[config.mk]
export PLATFORM = sky130hd
export DESIGN_NAME = screen_fade_fx
export DESIGN_NICKNAME = d
export VERILOG_FILES = /design/src/rtl/screen_fade_fx.sv
export SDC_FILE = /design/constraint.sdc
export NUM_CORES = 1
export LEC_CHECK = 0
export ABC_AREA = 1
export BUFFER_PORTS_ARGS = -buffer_cell sky130_fd_sc_hd__buf_2
export CORE_UTILIZATION = 40
export DETAILED_ROUTE_END_ITERATION = 6
export HOLD_SLACK_MARGIN = 0.12
export SYNTH_ARGS = -nofsm -noshare
export SYNTH_HDL_FRONTEND = slang
export SYNTH_SLANG_ARGS = --single-unit
[constraint.sdc]
create_clock -name clk -period 3.6 [get_ports clk]
set_input_delay 0.36 -clock clk [delete_from_list [all_inputs] [get_ports clk]]
set_output_delay 0.36 -clock clk [all_outputs]
set_load 0.02 [all_outputs]
[src/rtl/screen_fade_fx.sv]
// rtl/screen_fade_fx.sv - frame-synchronous fade-to-black / fade-in stage for an RGB332 pixel stream
// Optional white flash overlay built only when FADE_FLASH_EN is defined.
module screen_fade_fx #(
    parameter int FADE_SHIFT      = 3,
    parameter int FRAMES_PER_STEP = 4,
    parameter int FLASH_FRAMES    = 6
) (
    input  logic                  clk,
    input  logic                  resetN,
    input  logic                  startOfFrame,
    input  logic                  fadeOutReq,
    input  logic                  fadeInReq,
    input  logic                  flashReq,
    input  logic [7:0]            RGBIn,
    output logic [7:0]            RGBOut,
    output logic [FADE_SHIFT:0]   level,
    output logic                  busy,
    output logic                  fadeDone
);

    localparam int               LW        = FADE_SHIFT + 1;
    localparam logic [LW-1:0]    LEVEL_MAX = LW'(1 << FADE_SHIFT);
    localparam logic [7:0]       FPS_LAST  = 8'(FRAMES_PER_STEP - 1);

    typedef enum logic [1:0] {
        BRIGHT     = 2'd0,
        FADING_OUT = 2'd1,
        DARK       = 2'd2,
        FADING_IN  = 2'd3
    } state_t;

    state_t          state_q, state_d;
    logic [LW-1:0]   level_q, level_d;
    logic [7:0]      frame_cnt_q, frame_cnt_d;
    logic            busy_q, busy_d;
    logic            fade_done_q, fade_done_d;
    logic [7:0]      rgb_out_q, rgb_out_d;

    logic            fading;
    logic [2+LW:0]   r_prod;
    logic [2+LW:0]   g_prod;
    logic [1+LW:0]   b_prod;
    logic [7:0]      scaled;

    assign fading = (state_q == FADING_OUT) || (state_q == FADING_IN);

    // Products are full width; level never exceeds 1<<FADE_SHIFT so the shifted result fits.
    assign r_prod = (3 + LW)'(RGBIn[7:5]) * (3 + LW)'(level_q);
    assign g_prod = (3 + LW)'(RGBIn[4:2]) * (3 + LW)'(level_q);
    assign b_prod = (2 + LW)'(RGBIn[1:0]) * (2 + LW)'(level_q);
    assign scaled = {3'(r_prod >> FADE_SHIFT), 3'(g_prod >> FADE_SHIFT), 2'(b_prod >> FADE_SHIFT)};

    always_comb begin
        state_d     = state_q;
        level_d     = level_q;
        frame_cnt_d = frame_cnt_q;
        fade_done_d = 1'b0;
        // Direction changes win over a coincident frame step; fade-out wins over fade-in.
        if (fadeOutReq && (state_q == BRIGHT || state_q == FADING_IN)) begin
            state_d     = FADING_OUT;
            frame_cnt_d = 8'd0;
        end else if (!fadeOutReq && fadeInReq && (state_q == DARK || state_q == FADING_OUT)) begin
            state_d     = FADING_IN;
            frame_cnt_d = 8'd0;
        end else if (startOfFrame && fading) begin
            if (frame_cnt_q == FPS_LAST) begin
                frame_cnt_d = 8'd0;
                if (state_q == FADING_OUT) begin
                    if (level_q <= LW'(1)) begin
                        level_d     = '0;
                        state_d     = DARK;
                        fade_done_d = 1'b1;
                    end else begin
                        level_d = level_q - LW'(1);
                    end
                end else begin
                    if (level_q >= LEVEL_MAX - LW'(1)) begin
                        level_d     = LEVEL_MAX;
                        state_d     = BRIGHT;
                        fade_done_d = 1'b1;
                    end else begin
                        level_d = level_q + LW'(1);
                    end
                end
            end else begin
                frame_cnt_d = frame_cnt_q + 8'd1;
            end
        end
        busy_d = (state_d == FADING_OUT) || (state_d == FADING_IN);
    end

`ifdef FADE_FLASH_EN
    logic [7:0] flash_cnt_q, flash_cnt_d;

    always_comb begin
        flash_cnt_d = flash_cnt_q;
        if (flashReq) begin
            flash_cnt_d = 8'(FLASH_FRAMES);
        end else if (startOfFrame && flash_cnt_q != 8'd0) begin
            flash_cnt_d = flash_cnt_q - 8'd1;
        end
        rgb_out_d = (flash_cnt_q != 8'd0) ? 8'hFF : scaled;
    end

    always_ff @(posedge clk or negedge resetN) begin
        if (!resetN) begin
            flash_cnt_q <= 8'd0;
        end else begin
            flash_cnt_q <= flash_cnt_d;
        end
    end
`else
    logic flash_unused;
    assign flash_unused = flashReq ^ (FLASH_FRAMES == 0);

    always_comb begin
        rgb_out_d = scaled;
    end
`endif

    always_ff @(posedge clk or negedge resetN) begin
        if (!resetN) begin
            state_q     <= BRIGHT;
            level_q     <= LEVEL_MAX;
            frame_cnt_q <= 8'd0;
            busy_q      <= 1'b0;
            fade_done_q <= 1'b0;
            rgb_out_q   <= 8'h00;
        end else begin
            state_q     <= state_d;
            level_q     <= level_d;
            frame_cnt_q <= frame_cnt_d;
            busy_q      <= busy_d;
            fade_done_q <= fade_done_d;
            rgb_out_q   <= rgb_out_d;
        end
    end

    assign RGBOut   = rgb_out_q;
    assign level    = level_q;
    assign busy     = busy_q;
    assign fadeDone = fade_done_q;

endmodule

==> flow_summary.toml, run 1 <==
[sta]
worst_slack_ps = 1350
setup_tns_ps = 0
fmax_ghz = 0.445
rsz0062_at_grt = "false"
fin_crit_ps = 2250
relSlewSlack = 0.647
timing.final.crit_share = 0.625
slew_viol_final = 0
worst_clock_skew_ps = 4.37
hold_viol = 0
worstMarginPinSlew_ps = 529
setup_viol = 0
holdWs_ps = 382

[run_status]
status = "completed"

[worst_setup_path]
end_kind = "flip-flop"
r2r_end = "RGBOut[7]"
cp.arrival_ps = 2420
critPathKind = "reg -> reg"
path_max_fanout = 15
rr_worst_depth = 9
required_ps = 3770
worstSetupStartpointType = "flip-flop"
timing.rr.start = "level[2]"
regToRegSetupSlack_ps = 1350

[logic_synthesis]
synth-seq-cells = 23
synth_area_leaders = "dfrtp_1, nand2_1, ha_1, inv_1, fa_1"
synth_flop_cell = "dfrtp_1"
synth.most_common_cell = "nand2_1"
synthDistinctLibCells = 26
synthCells = 234
netlist_area_um2 = 1780
syn-num-nets = 268
synth_common_cells = "nand2_1, inv_1, dfrtp_1"
synth_top_area_cell = "dfrtp_1"
syn_avg_cell_area_um2 = 7.59
ys_warn_count = 0
yosysTopAreaCellShare = 0.310
ys_seq_area_frac = 0.325
synth_edf_count = 0
async_reset_ff_frac = 1.00

[layout]
regArea_um2 = 577
antenna_cells = 0
multi_input_area_um2 = 996
drive_gt1_frac = 0.165
nets = 296
fill_cells = 465
area_growth_syn_to_layout_pct = 11.7

[power]
netSwitchingPower_uw = 648
peakVddDrop_uv = 274
p_per_area_nw_per_um2 = 668
pwr-share-seq = 0.330
comb_power_share = 0.547
p_sw_frac = 0.488
p_leak_nw = 1.17
intPower_uw = 678
p_total_mw = 1.33
pwr-share-clk = 0.123

[flow_run]
cap_violations = 0

[cts]
clk_path_buf_depth = 2
clock_latency_ps = 270
cts_root_buf = "clkbuf_8"
path_clk_slew_ps = 80
cts_made_buffers = 3
cts_setup_buffers = 0
cts_tree = "yes"
cts_htree_levels = 1
cts_sinks = 23

[global_route]
antenna_found_initial = 0
grt_most_used_layer = "met2"
overflow = 0
met2_usage = 0.275
met3_usage = 0.0230
track_usage = 0.159
grt_pass1_wl_um = 5580
grt_pass1_vias = 1380
grt_max_degree = 24
use_met1 = 0.198

[placed_design]
dp_worst_setup_slack_ps = 1360
port_buffers = 26
dp_hpwl_um = 2440
place_congestion = 0.756

[die]
die_h_um = 68.6
io-pin-count = 28
die_area_um2 = 4710
core_area_um2 = 4140
initial_core_util = 0.428
die_w_um = 68.6
fp-row-count = 23

[routing]
viasPerCell = 4.74
firstDrtPassIters = 4
drt_iter0_drc = 33
wl_per_cell_um = 10.3
drt_wl_total_um = 3200
num_vias = 1475
ant_nets = 0
route.detailed.drc = 0

[min_path]
min_path_type = "in -> reg"
hold_path_end = "RGBOut[1]"
holdPathStages = 3
hp-start = "RGBIn[1]"
[placed cells by master, fill, tap and decap left out, drive strengths merged]
cell,n
nand2,70
inv,43
buf,26
nor2,23
dfrtp,22
ha,14
o21ai,12
a21oi,11
nand3,11
fa,6
nand4,5
xor2,4
xnor2,3
clkbuf,3
nor3,2
and3,1
a21boi,1
o21bai,1
clkinv,1
dlygate4sd3,1
dfstp,1
[flip-flops by register name, summed over array words and instances (netlist names)]
register     cells
frame_cnt_q      8
fadeDone         1
level            4
state_q          2
RGBOut           8
[cell families after synthesis]
kind of cell               count (synthesis)  share of synthesized area
adders and majority gates                 20                      0.166
DFF                                       23                      0.325
AOI/OAI and AO/OA                         25                     0.0775
buffers and inverters                     47                      0.114
and+or+nand+nor                          112                      0.283
xor gates and xnor gates                   7                     0.0345
[through the flow]
stage / utilization / cells / instance area, um2
final: 0.479 / 311 / 1980
after global routing: 0.479 / 311 / 1980
after CTS: 0.479 / 311 / 1980
after detailed placement: 0.465 / 306 / 1930
after global placement: 0.465 / 306 / 1930
after floorplan: - / 234 / 1780
[metal layers]
metal	vias up	wire length, um
met4	0	25
met2	25	1480
met1	674	1600
met5	-	0
li1	774	-
met3	2	94
[worst max-delay path by stage]
stage / slack [ps] / depth (start not counted) / from / endpoint
final: 1350 / 9 / level[2] / RGBOut[7]
after global routing: 1120 / 9 / level[2] / RGBOut[7]
after CTS: 1350 / 9 / level[2] / RGBOut[7]
after detailed placement: 1360 / 9 / level[2] / RGBOut[7]
after global placement: 1380 / 9 / level[2] / RGBOut[7]
after floorplan: 1480 / 10 / level[3] / RGBOut[7]
[critical path: stages, from the launching register on]
cell,delay [ps]
dfrtp_1,660
nand2_1,140
fa_1,580
inv_1,50
ha_1,270
nand2_1,40
o21ai_0,240
inv_1,70
nand2_1,60
nand2_1,40
[what timing repair did]
item / CTS / global route
resized for setup: 0 / 0
hold buffers: 1 / 0
endpoints found under the hold margin: 22 / 0
[power groups by stage]
stage / Combinational (mW) / Sequential (mW) / Clock [mW]
after detailed placement: 0.730 / 0.443 / 0
after global placement: 0.721 / 0.443 / 0
after global routing: 0.843 / 0.454 / 0.185
after CTS: 0.737 / 0.438 / 0.174
after floorplan: 0.560 / 0.464 / 0
final: 0.725 / 0.438 / 0.164
[cell type report]
cell class | instances | area share
clock buffer | 3 | 0.0208
clock inverter | 1 | 0.00252
inverter | 43 | 0.0814
multi-input combinational | 164 | 0.502
sequential | 23 | 0.291
tap | 50 | 0.0315
timing repair buffer | 27 | 0.0707
No activity file was read; power rests on OpenSTA's default activity.
==> inputs of run 2 (changes only) <==
clock period = 2.35 ns   (was 3.6 ns; I/O delays follow)
==> run 2 against run 1 <==
  * Clock skew is 2.8 ps lower
  * Sequential cell count stayed put
  * Non-clock buffer count is 3 higher
  * Die area stayed put
  * Critical path type unchanged
  * Largest cell class unchanged
  * Largest power group unchanged
  * Highest routed layer unchanged
==> flow_summary.toml, run 2 (synthesis results as in run 1) <==
[worst_setup_path]
critical-path-slowest-cell = "fa_1"
required_ps = 2520
crit_path_frequent_cell = "nand2_1"
path_max_fanout = 11
crit_chain = "nand2_1 > fa_1 > inv_1 > ha_1 > nand2_1 > o21ai_0 > inv_1 > nand2_1 > nand2_1"
critPathKind = "reg -> reg"
worstSetupStartpointType = "flip-flop"
cp_slowest_stage_delay_ps = 570
cp.arrival_ps = 2200
end_kind = "flip-flop"

[sta]
worst_slack_ps = 321
setup_tns_ps = 0
fmax_ghz = 0.493
timing.final.crit_share = 0.863
rsz0062_at_grt = "false"
worst_clock_skew_ps = 1.60
holdWs_ps = 267
setup_viol = 0
worstMarginPinSlew_ps = 542
relSlewSlack = 0.639
slew_viol_final = 0
hold_viol = 0
fin_crit_ps = 2030

[cts]
cts_sinks = 23
cts_htree_levels = 1
cts_root_buf = "clkbuf_8"
clk_path_buf_depth = 2
cts_tree = "yes"
path_clk_slew_ps = 80
clock_latency_ps = 270
cts_setup_buffers = 0
cts_made_buffers = 3

[power]
p_per_area_nw_per_um2 = 1030
p_leak_nw = 1.18
peakVddDrop_uv = 373
p_total_mw = 2.07

[run_status]
status = "completed"

[routing]
drt_iter0_drc = 29
firstDrtPassIters = 4
wl_per_cell_um = 10.4
route.detailed.drc = 0
num_vias = 1483
viasPerCell = 4.72
ant_nets = 0
drt_wl_total_um = 3260

[layout]
design_area_um2 = 2010
fill_cells = 433
utilization = 0.485
antenna_cells = 0
final_common_cell = "nand2_1"
nets = 299
drive_gt1_frac = 0.182
area_growth_syn_to_layout_pct = 13.1
stdcell_count = 314
mostFrequentLayoutCells = "nand2_1, inv_1, buf_2"

[global_route]
overflow = 0
grt_pass1_vias = 1329
track_usage = 0.163
grt_max_degree = 24
grt_pass1_wl_um = 5670
antenna_found_initial = 0

[die]
core_area_um2 = 4140
die_area_um2 = 4710
io-pin-count = 28
die_w_um = 68.6
fp-row-count = 23
initial_core_util = 0.428
die_h_um = 68.6

[placed_design]
dpl_cell_area_um2 = 1950
dp_cells = 309
dp_hpwl_um = 2550
place_congestion = 0.822
port_buffers = 26
dp_worst_setup_slack_ps = 192

[min_path]
min_path_type = "in -> reg"

[flow_run]
cap_violations = 0
-- run 2: cell count changes in the layout (fill, tap and decap cells not counted) --
cell and delta:
buf_4 +3, dfrtp_1 -2, dfrtp_2 +2
-- run 2: per-layer routing --
layer | wire, um | up-vias | GRT usage
met3 | 100 | 4 | 0.0247
met4 | 50 | 0 | 0.0547
met1 | 1610 | 665 | 0.217
met2 | 1500 | 30 | 0.267
li1 | - | 784 | -
met5 | 0 | - | 0
-- run 2: final cells by class --
| type | count | area, um2 | area share |
|---|---|---|---|
| Clock inverter | 1 | 5.00 | 0.00249 |
| Timing Repair Buffer | 30 | 163 | 0.0810 |
| Clock buffer | 3 | 41.3 | 0.0206 |
| Tap cell | 50 | 62.6 | 0.0312 |
| Sequential cell | 23 | 579 | 0.288 |
| Inverter | 43 | 161 | 0.0804 |
| Multi-Input combinational cell | 164 | 996 | 0.496 |
-- run 2: report_power, final --
| part | total, mW | internal (mW) | switching, mW |
|---|---|---|---|
| clock network | 0.253 | 0.119 | 0.134 |
| logic | 1.19 | 0.435 | 0.757 |
| registers | 0.628 | 0.520 | 0.108 |
-- run 2: critical path, delay by kind of cell, from the launching register on --
kind	cells	cell delay (ps)
adder cells (fa/ha/maj)	2	840
flip-flops	1	490
AND/OR/NAND/NOR	4	260
buffers and inverters	2	120
AO/OA/AOI/OAI	1	220
-- run 2: worst paths after layout --
check | from | to | slack (ps) | cells past startpoint
worst min register to register | frame_cnt_q[0] | frame_cnt_q[0] | 500 | 1
worst max register to register | level[2] | RGBOut[7] | 320 | 9
worst min-delay path | RGBIn[1] | RGBOut[1] | 270 | 3
min in group asynchronous | resetN | fadeDone | 470 | 2
max in group asynchronous | resetN | level[1] | 1490 | 2
worst max-delay path | level[2] | RGBOut[7] | 320 | 9
-- run 2: timing repair --
action / 4_1_cts / 5_1_grt
endpoints found under the setup margin: 0 / 1
hold buffers: 1 / 0
gates resized for setup: 0 / 2
hold endpoints to repair: 22 / 0
